--- config.mk ---
export PLATFORM = sky130hd
export DESIGN_NAME = fetch_queue
export DESIGN_NICKNAME = d
export VERILOG_FILES = /design/src/rtl/fetch_queue_pkg.sv /design/src/rtl/fetch_queue_mem.sv /design/src/rtl/fetch_queue.sv
export SDC_FILE = /design/constraint.sdc
export NUM_CORES = 1
export LEC_CHECK = 0
export ABC_AREA = 0
export CORE_MARGIN = 2
export CORE_UTILIZATION = 40
export CTS_CLUSTER_SIZE = 14
export DETAILED_ROUTE_END_ITERATION = 8
export PLACE_DENSITY_LB_ADDON = 0.05
export SLEW_MARGIN = 20
export SYNTH_ARGS = -nofsm -noshare
export SYNTH_HDL_FRONTEND = slang
export SYNTH_SLANG_ARGS = --single-unit
export TNS_END_PERCENT = 5
--- constraint.sdc ---
create_clock -name clk -period 5.5 [get_ports clk]
set_clock_uncertainty 0.1 [all_clocks]
set_input_delay 1.1 -clock clk [delete_from_list [all_inputs] [get_ports clk]]
set_output_delay 1.1 -clock clk [all_outputs]
set_load 0.01 [all_outputs]
--- src/rtl/fetch_queue_pkg.sv ---
// Shared pipeline types for the fetch/decode boundary.
// Holds the bubble encoding, queue state and entry bundle.
package fetch_queue_pkg;

    localparam int XLEN = 32;

    localparam logic [XLEN-1:0] BUBBLE_IR = 32'hFFFF_FFFF;

    typedef enum logic {
        RUN,
        BUBBLE
    } fq_state_t;

    typedef struct packed {
        logic [XLEN-1:0] pc;
        logic [XLEN-1:0] npc;
        logic [XLEN-1:0] ir;
    } if_entry_t;

    // What the decode-facing register loads on a given edge.
    typedef enum logic [2:0] {
        SEL_FLUSH,
        SEL_HAZARD,
        SEL_HOLD,
        SEL_HEAD,
        SEL_BYPASS,
        SEL_IDLE
    } out_sel_t;

    function automatic logic is_bubble(input logic [XLEN-1:0] ir);
        return ir == BUBBLE_IR;
    endfunction

endpackage

--- src/rtl/fetch_queue_mem.sv ---
// Entry storage for the fetch queue.
// One synchronous write port, one asynchronous read port.
module fetch_queue_mem #(
    parameter int DEPTH = 4,
    parameter int DW    = 96,
    localparam int AW   = $clog2(DEPTH)
) (
    input  logic          clk,
    input  logic          we,
    input  logic [AW-1:0] waddr,
    input  logic [DW-1:0] wdata,
    input  logic [AW-1:0] raddr,
    output logic [DW-1:0] rdata
);

    logic [DW-1:0] mem [DEPTH];

    always_ff @(posedge clk) begin
        if (we) begin
            mem[waddr] <= wdata;
        end
    end

    assign rdata = mem[raddr];

endmodule

--- src/rtl/fetch_queue.sv ---
// Fetch-to-decode instruction buffer with hazard bubbles
// and taken-branch flush.
module fetch_queue
    import fetch_queue_pkg::*;
#(
    parameter int DEPTH         = 4,
    parameter int BUBBLE_CYCLES = 2,
    parameter int W             = XLEN
) (
    input  logic                   clk,
    input  logic                   rst,
    input  logic                   in_valid,
    output logic                   in_ready,
    input  logic [W-1:0]           in_pc,
    input  logic [W-1:0]           in_npc,
    input  logic [W-1:0]           in_ir,
    input  logic                   hazard_req,
    input  logic                   flush,
    output logic                   out_valid,
    output logic [W-1:0]           out_pc,
    output logic [W-1:0]           out_npc,
    output logic [W-1:0]           out_ir,
    output logic [$clog2(DEPTH):0] count
);

    localparam int AW = $clog2(DEPTH);
    localparam int CW = AW + 1;
    localparam int BW = $clog2(BUBBLE_CYCLES + 1);
    localparam int DW = $bits(if_entry_t);

    localparam logic [BW-1:0] BUB_LOAD = BW'(BUBBLE_CYCLES - 1);
    localparam logic [CW-1:0] FULL_CNT = CW'(DEPTH);

    logic [AW-1:0] rd_ptr;
    logic [AW-1:0] wr_ptr;
    logic [BW-1:0] bub_cnt;
    fq_state_t     state;
    out_sel_t      sel;

    logic      enq;
    logic      adv;
    logic      push;
    logic      pop;
    logic      empty;
    if_entry_t wentry;
    if_entry_t head;

    assign in_ready = (count < FULL_CNT) && !flush;
    assign enq      = in_valid && in_ready;
    assign adv      = (state == RUN) && !hazard_req && !flush;
    assign empty    = (count == '0);

    assign wentry.pc  = in_pc;
    assign wentry.npc = in_npc;
    assign wentry.ir  = in_ir;

    // Terms are mutually exclusive and cover every case.
    always_comb begin
        sel = SEL_IDLE;
        unique case (1'b1)
            flush:
                sel = SEL_FLUSH;
            !flush && hazard_req:
                sel = SEL_HAZARD;
            !flush && !hazard_req && state == BUBBLE:
                sel = SEL_HOLD;
            adv && !empty:
                sel = SEL_HEAD;
            adv && empty && enq:
                sel = SEL_BYPASS;
            adv && empty && !enq:
                sel = SEL_IDLE;
        endcase
    end

    assign push = enq && (sel != SEL_BYPASS);
    assign pop  = (sel == SEL_HEAD);

    fetch_queue_mem #(
        .DEPTH (DEPTH),
        .DW    (DW)
    ) u_mem (
        .clk   (clk),
        .we    (push),
        .waddr (wr_ptr),
        .wdata (wentry),
        .raddr (rd_ptr),
        .rdata (head)
    );

    always_ff @(posedge clk or posedge rst) begin
        if (rst) begin
            rd_ptr    <= '0;
            wr_ptr    <= '0;
            count     <= '0;
            state     <= RUN;
            bub_cnt   <= '0;
            out_valid <= 1'b0;
            out_pc    <= '0;
            out_npc   <= '0;
            out_ir    <= W'(BUBBLE_IR);
        end else begin
            unique case (sel)
                SEL_FLUSH: begin
                    out_valid <= 1'b0;
                    out_ir    <= W'(BUBBLE_IR);
                    state     <= RUN;
                    bub_cnt   <= '0;
                end
                SEL_HAZARD: begin
                    out_valid <= 1'b0;
                    out_ir    <= W'(BUBBLE_IR);
                    state     <= (BUBBLE_CYCLES > 1) ? BUBBLE : RUN;
                    bub_cnt   <= BUB_LOAD;
                end
                // bub_cnt counts bubbles still owed, this edge included.
                SEL_HOLD: begin
                    out_valid <= 1'b0;
                    out_ir    <= W'(BUBBLE_IR);
                    if (bub_cnt <= BW'(1)) begin
                        state   <= RUN;
                        bub_cnt <= '0;
                    end else begin
                        bub_cnt <= bub_cnt - 1'b1;
                    end
                end
                SEL_HEAD: begin
                    out_valid <= 1'b1;
                    out_pc    <= head.pc;
                    out_npc   <= head.npc;
                    out_ir    <= head.ir;
                end
                SEL_BYPASS: begin
                    out_valid <= 1'b1;
                    out_pc    <= in_pc;
                    out_npc   <= in_npc;
                    out_ir    <= in_ir;
                end
                default: begin
                    out_valid <= 1'b0;
                    out_ir    <= W'(BUBBLE_IR);
                end
            endcase

            if (sel == SEL_FLUSH) begin
                rd_ptr <= '0;
                wr_ptr <= '0;
                count  <= '0;
            end else begin
                if (push) begin
                    wr_ptr <= wr_ptr + 1'b1;
                end
                if (pop) begin
                    rd_ptr <= rd_ptr + 1'b1;
                end
                count <= count + CW'(push) - CW'(pop);
            end
        end
    end

endmodule

# == Word level (Yosys, flattened, before mapping) ==
# Memory sizes are Yosys's and may differ from the RTL's.
# Index checks and enable logic that the tools add are counted.
# W data, S select, Z words.
# word_totals
ff_bits,107
ramBits,384
out_inout_bits,101
elab_cells,64
mem_count,1
# classes
addsub,5
order_cmp,2
eq_ne,6
muxes,16
bitwise,1
n_reduce_logical,24
# memory_table
memory,words,word_bits,rd,rd_ports_with_merged_regs,write_ports,line_no,source
u_mem.mem,4,96,1,0,1,fetch_queue_mem.sv:16,logic [DW-1:0] mem [DEPTH];
# op_table
cell,count
$pmux W32 S2,3
$pmux W3 S6,1
$logic_and A1 B1 Y1,12
$mux W2,5
$eq A3 B2 Y1 const B,2
$logic_not A3 Y1,2
$pmux W2 S3,1
$reduce_bool A2 Y1,3
$add A2 B1 Y2 const B,2
$logic_not A1 Y1,4
$mux W1,4
$add A3 B1 Y3,1
$eq A3 B1 Y1 const B,1
$eq A3 B3 Y1 const B,1
$lt A3 B3 Y1 const B,1
$mux W3,1
$ne A3 B3 Y1 const B,1
$pmux W1 S3,1
$reduce_bool A3 Y1,1
$sub A3 B1 Y3,1
$le A2 B1 Y1 const B,1
$ne A2 B2 Y1 const B,1
$reduce_and A2 Y1,1
$reduce_or A2 Y1,1
2 further kinds,2

# == Longest topological paths before layout ==
# logic_depth
depth_word,11
mapped_depth,11
mapped_depth_nobuf,9

# == By module ==
# Synthesis repeated with hierarchy kept, for this count alone.
# unflattened
cells_unflattened,1013
area_unflattened_um2,19013.2
# modules_own_cells
mod,instances,cells_each,area_per_inst_um2,seq_area_each_um2
fetch_queue_mem,1,506,13874.6,11531.1
fetch_queue,1,507,5138.7,2717.6

# == Least setup slack after synthesis ==
# No wires, ideal clock.
# synth_path
path_type,input to register
start,in flush
end,mem u_mem.mem[0][0] (enable)
setup_time_ns,0.466
arrival_time_ns,4.245
path_slack_ns,0.690
path_stages,4
cell_sequence,or3b_2 > clkbuf_1 > a21oi_1 > and2_1
# synth_via
elab_chain_cells,10
elab_cells_between_ends,17
# synth_lines
element,line_no,source
"start, declared",fetch_queue.sv:18,"input logic flush,"
$logic_not A1 Y1,--,
$logic_and A1 B1 Y1,fetch_queue.sv:48,assign in_ready = (count < FULL_CNT) && !flush;
$logic_and A1 B1 Y1,fetch_queue.sv:49,assign enq = in_valid && in_ready;
$logic_not A1 Y1,fetch_queue.sv:71,adv && empty && !enq:
$logic_and A1 B1 Y1,fetch_queue.sv:71,
$pmux W3 S6,fetch_queue.sv:60,unique case (1'b1)
$ne A3 B3 Y1,fetch_queue.sv:76,assign push = enq && (sel != SEL_BYPASS);
$logic_and A1 B1 Y1 *,fetch_queue.sv:76,
$mux W1 *,fetch_queue_mem.sv:19,if (we) begin
$mux W1 (implied by the code) *,fetch_queue_mem.sv:20,mem[waddr] <= wdata;
"end, declared",fetch_queue_mem.sv:16,
# Every way passes the cells marked *; elsewhere a longest branch is shown, timed or not.

# == Worst setup path after layout ==
# layout_path
start,in flush
end,reg count[2]
# layout_via
elab_chain_cells,11
elab_cells_between_ends,20
# layout_lines
element,line_no,source
$logic_not A1 Y1,--,
$logic_and A1 B1 Y1,fetch_queue.sv:48,
$logic_and A1 B1 Y1,fetch_queue.sv:49,
$logic_not A1 Y1,fetch_queue.sv:71,
$logic_and A1 B1 Y1,fetch_queue.sv:71,
$pmux W3 S6,fetch_queue.sv:60,
$ne A3 B3 Y1,fetch_queue.sv:76,
$logic_and A1 B1 Y1,fetch_queue.sv:76,
$add A3 B1 Y3,fetch_queue.sv:156,count <= count + CW'(push) - CW'(pop);
$sub A3 B1 Y3,fetch_queue.sv:156,
$mux W3 *,fetch_queue.sv:145,if (sel == SEL_FLUSH) begin
"end signal, assigned",fetch_queue.sv:156,
"end, declared",fetch_queue.sv:23,output logic [$clog2(DEPTH):0] count
# Marked as above.
# A chain may end at the register's enable or synchronous reset.

==> impl_metrics.py <==
metrics = {
    "logic_synthesis": {
        "synthArstFlopShare": 0.218,
        "netlist.top_cell.by_area": "edfxtp_1",
        "ys_ff_latch": 491,
        "synthTopCellsByArea": "edfxtp_1 (61%), mux4_2 (11%), dfrtp_1 (10%)",
        "syn_nets": 1068,
        "synth_area_um2": 18800,
        "syn-instance-count": 960,
        "synth_edf_count": 384,
        "ys_seq_area_frac": 0.756,
        "yosys_warnings": 0,
        "syn_avg_cell_area_um2": 19.6,
        "synth_cell_types": 37,
        "synthFlopType": "edfxtp_1",
        "synth_top_area_share": 0.612,
    },
    "layout": {
        "area_growth_pct": 23.1,
        "finalInstanceArea_um2": 23200,
        "ff_latch_area_um2": 14300,
        "fin_cells": 1823,
        "insertedDiodeCount": 0,
        "final_nets": 1281,
        "fillerInstances": 3855,
        "multiInputGateArea_um2": 4220,
        "layout-drive-gt1-share": 0.198,
    },
    "routing": {
        "wl_per_cell_um": 25.3,
        "vias_per_cell": 5.55,
        "drt_first_pass_iters": 5,
        "drt_wl_total_mm": 46.1,
        "drt-initial-drc-count": 729,
        "drc_errors": 0,
        "route.vias.total": 10100,
        "ant_nets": 0,
    },
    "worst_setup_path": {
        "path_class": "in -> reg",
        "worstReg2RegEnd": "out_npc[9]$_DFFE_PP0N_",
        "startpoint": "flush",
        "cp-start-kind": "input pin",
        "crit_path_top_delay_cell": "or3b_2",
        "required_ns": 5.88,
        "r2r-start": "count[2]$_DFF_PP0_",
        "rr_worst_depth": 4,
        "crit_path_max_fanout": 26,
        "slowest_delay_ns": 0.47,
        "crit_chain": "clkdlybuf4s50_1 -> buf_4 -> or3b_2 -> buf_4 -> a21oi_1 -> inv_1 -> ha_1 -> inv_1 -> ha_1 -> fa_1 -> xnor2_1 -> nor2_1",
        "rrSetupSlack_ns": 2.40,
        "cp_top_family": "buffers and inverters",
        "arrival_ns": 4.05,
        "path_buf_inv": 5,
        "cp-end-kind": "flip-flop",
    },
    "clocking": {
        "cts_resized": 0,
        "cts_tree": "yes",
        "post-cts-setup-buffers": 0,
        "clock_latency_ns": 0.59,
        "postCtsHoldBufs": 0,
        "cts_buffer_depth": 3,
        "cts.sinks": 491,
        "cts-buffers-inserted": 52,
        "clkTransAtPathRegs_ns": 0.06,
        "cts-root-buf": "clkbuf_16",
        "h-tree-depth": 2,
    },
    "global_routing": {
        "antenna_found_initial": 1,
        "grt_max_degree": 72,
        "grt_pass1_vias": 10800,
        "gr-total-overflow": 0,
        "grt_util_all_layers": 0.189,
        "grt_pass1_wl_mm": 70.5,
    },
    "worst_hold_path": {
        "hold_end": "out_pc[27]$_DFFE_PP0N_",
        "whs_path_depth": 1,
        "hp-class": "reg -> reg",
        "min_from": "out_pc[27]$_DFFE_PP0N_",
    },
    "power": {
        "p_leak_nw": 7.88,
        "cellPowerDensity_nw_per_um2": 442,
        "peakVddDrop_uv": 297,
    },
    "timing": {
        "relSlewSlack": 0.292,
        "setup_viol": 0,
        "min_period_ns": 3.67,
        "rsz0062_at_grt": "false",
        "final_hold_viol_count": 0,
        "fmax_mhz": 272,
        "worst_slack_ns": 1.83,
        "finalCritPeriodShare": 0.668,
        "drv_slew": 0,
        "fin_setup_tns_ns": 0,
        "worstMarginPinSlew_ns": 1.06,
    },
    "die": {
        "start_util": 0.405,
        "die_y_um": 221,
        "ios": 202,
        "rows": 79,
        "dieArea_um2": 48800,
        "core_um2": 46600,
        "die_x_um": 221,
    },
    "placed_design": {
        "place_congestion": 0.738,
        "place_area_um2": 21600,
        "dp_cells": 1726,
        "dp_hpwl_mm": 27.2,
        "portBuffers": 201,
        "dpl_worst_slack_ns": 1.22,
    },
    "run_status": {
        "status": "finished, final reports clean",
    },
    "job": {
        "cap_violations": 0,
    },
}
[layout make-up]
class	instances	share of cell area
tap	607	0.0327
timing repair buffer	231	0.100
clock buffer	70	0.0608
inverter	10	0.00173
clock inverter	27	0.00782
sequential	491	0.615
multi-input combinational	387	0.182
[worst max path at each step]
stage	to	slack [ns]	cells past startpoint
floorplan	u_mem.mem[0][0]$_DFFE_PP_	0.69	4
global placement	count[2]$_DFF_PP0_	1.27	12
detailed placement	u_mem.mem[3][58]$_DFFE_PP_	1.22	7
CTS	u_mem.mem[3][46]$_DFFE_PP_	1.85	7
global route	count[2]$_DFF_PP0_	1.62	12
finish	count[2]$_DFF_PP0_	1.83	12
[cell usage after synthesis (7+ instances only)]
cell and number:
buf_2 23, a31oi_1 24, a221o_1 40, dfstp_2 32, clkbuf_1 37, and3_1 72
nor3_1 24, o21ai_0 27, edfxtp_1 384, a211o_1 32, mux4_2 96, nand3_1 25
inv_1 10, dfrtp_1 75, buf_4 10, a21oi_1 7
[logic make-up after synthesis]
group / synth area share
and+or+nand+nor: 0.0472
DFF: 0.756
xor gates and xnor gates: 0.000930
adders and majority gates: 0.00505
buffers and inverters: 0.0207
AOI/OAI and AO/OA: 0.0551
muxes: 0.115
[registers in the layout (all words and copies together), names as in the netlist]
| register | flops |
|---|---|
| wr_ptr | 2 |
| out_valid | 1 |
| out_npc | 32 |
| out_ir | 32 |
| rd_ptr | 2 |
| u_mem.mem | 384 |
| bub_cnt | 2 |
| state | 1 |
| out_pc | 32 |
| count | 3 |
[metrics by stage]
| stage | power (W) | util | hold slack, ns |
|---|---|---|---|
| finish | 0.0103 | 0.498 | 0.410 |
| global route | 0.0107 | 0.498 | 0.431 |
| CTS | 0.0104 | 0.498 | 0.416 |
| detailed placement | 0.00707 | 0.464 | 0.400 |
| global placement | 0.00707 | 0.464 | 0.395 |
| floorplan | 0.00590 | - | 0.395 |
[worst reg2reg max path, stage by stage (launching register included)]
cell     delay (ns)
dfrtp_1        0.49
or3_2          0.84
a22oi_4        0.81
buf_4          0.55
a221o_1        0.24
[power by group]
group / internal [W] / switching [W] / total (W)
sequential: 0.00449 / 0.000273 / 0.00477
combinational: 0.00109 / 0.00111 / 0.00219
clock: 0.00189 / 0.00141 / 0.00330
total: 0.00747 / 0.00279 / 0.0103
[placed cells by master (no fill, tap or decap), drive strengths merged, types with 4 or more instances in the layout]
cell type / n
a211o: 32
edfxtp: 384
buf: 30
a21oi: 7
ha: 6
a31oi: 24
nand3: 25
nor2: 6
clkbuf: 70
dfstp: 32
and2: 4
nor3: 26
inv: 12
o21ai: 27
clkinv: 21
a221o: 40
mux4: 96
and3: 72
dfrtp: 75
clkdlybuf4s50: 201
[per-layer routing]
layer,share of wire,GRT usage
met2,0.48,0.302
met5,0.00017,0
met4,0.018,0.0463
met3,0.047,0.0339
met1,0.45,0.272
Power figures use the tool's default switching activity.
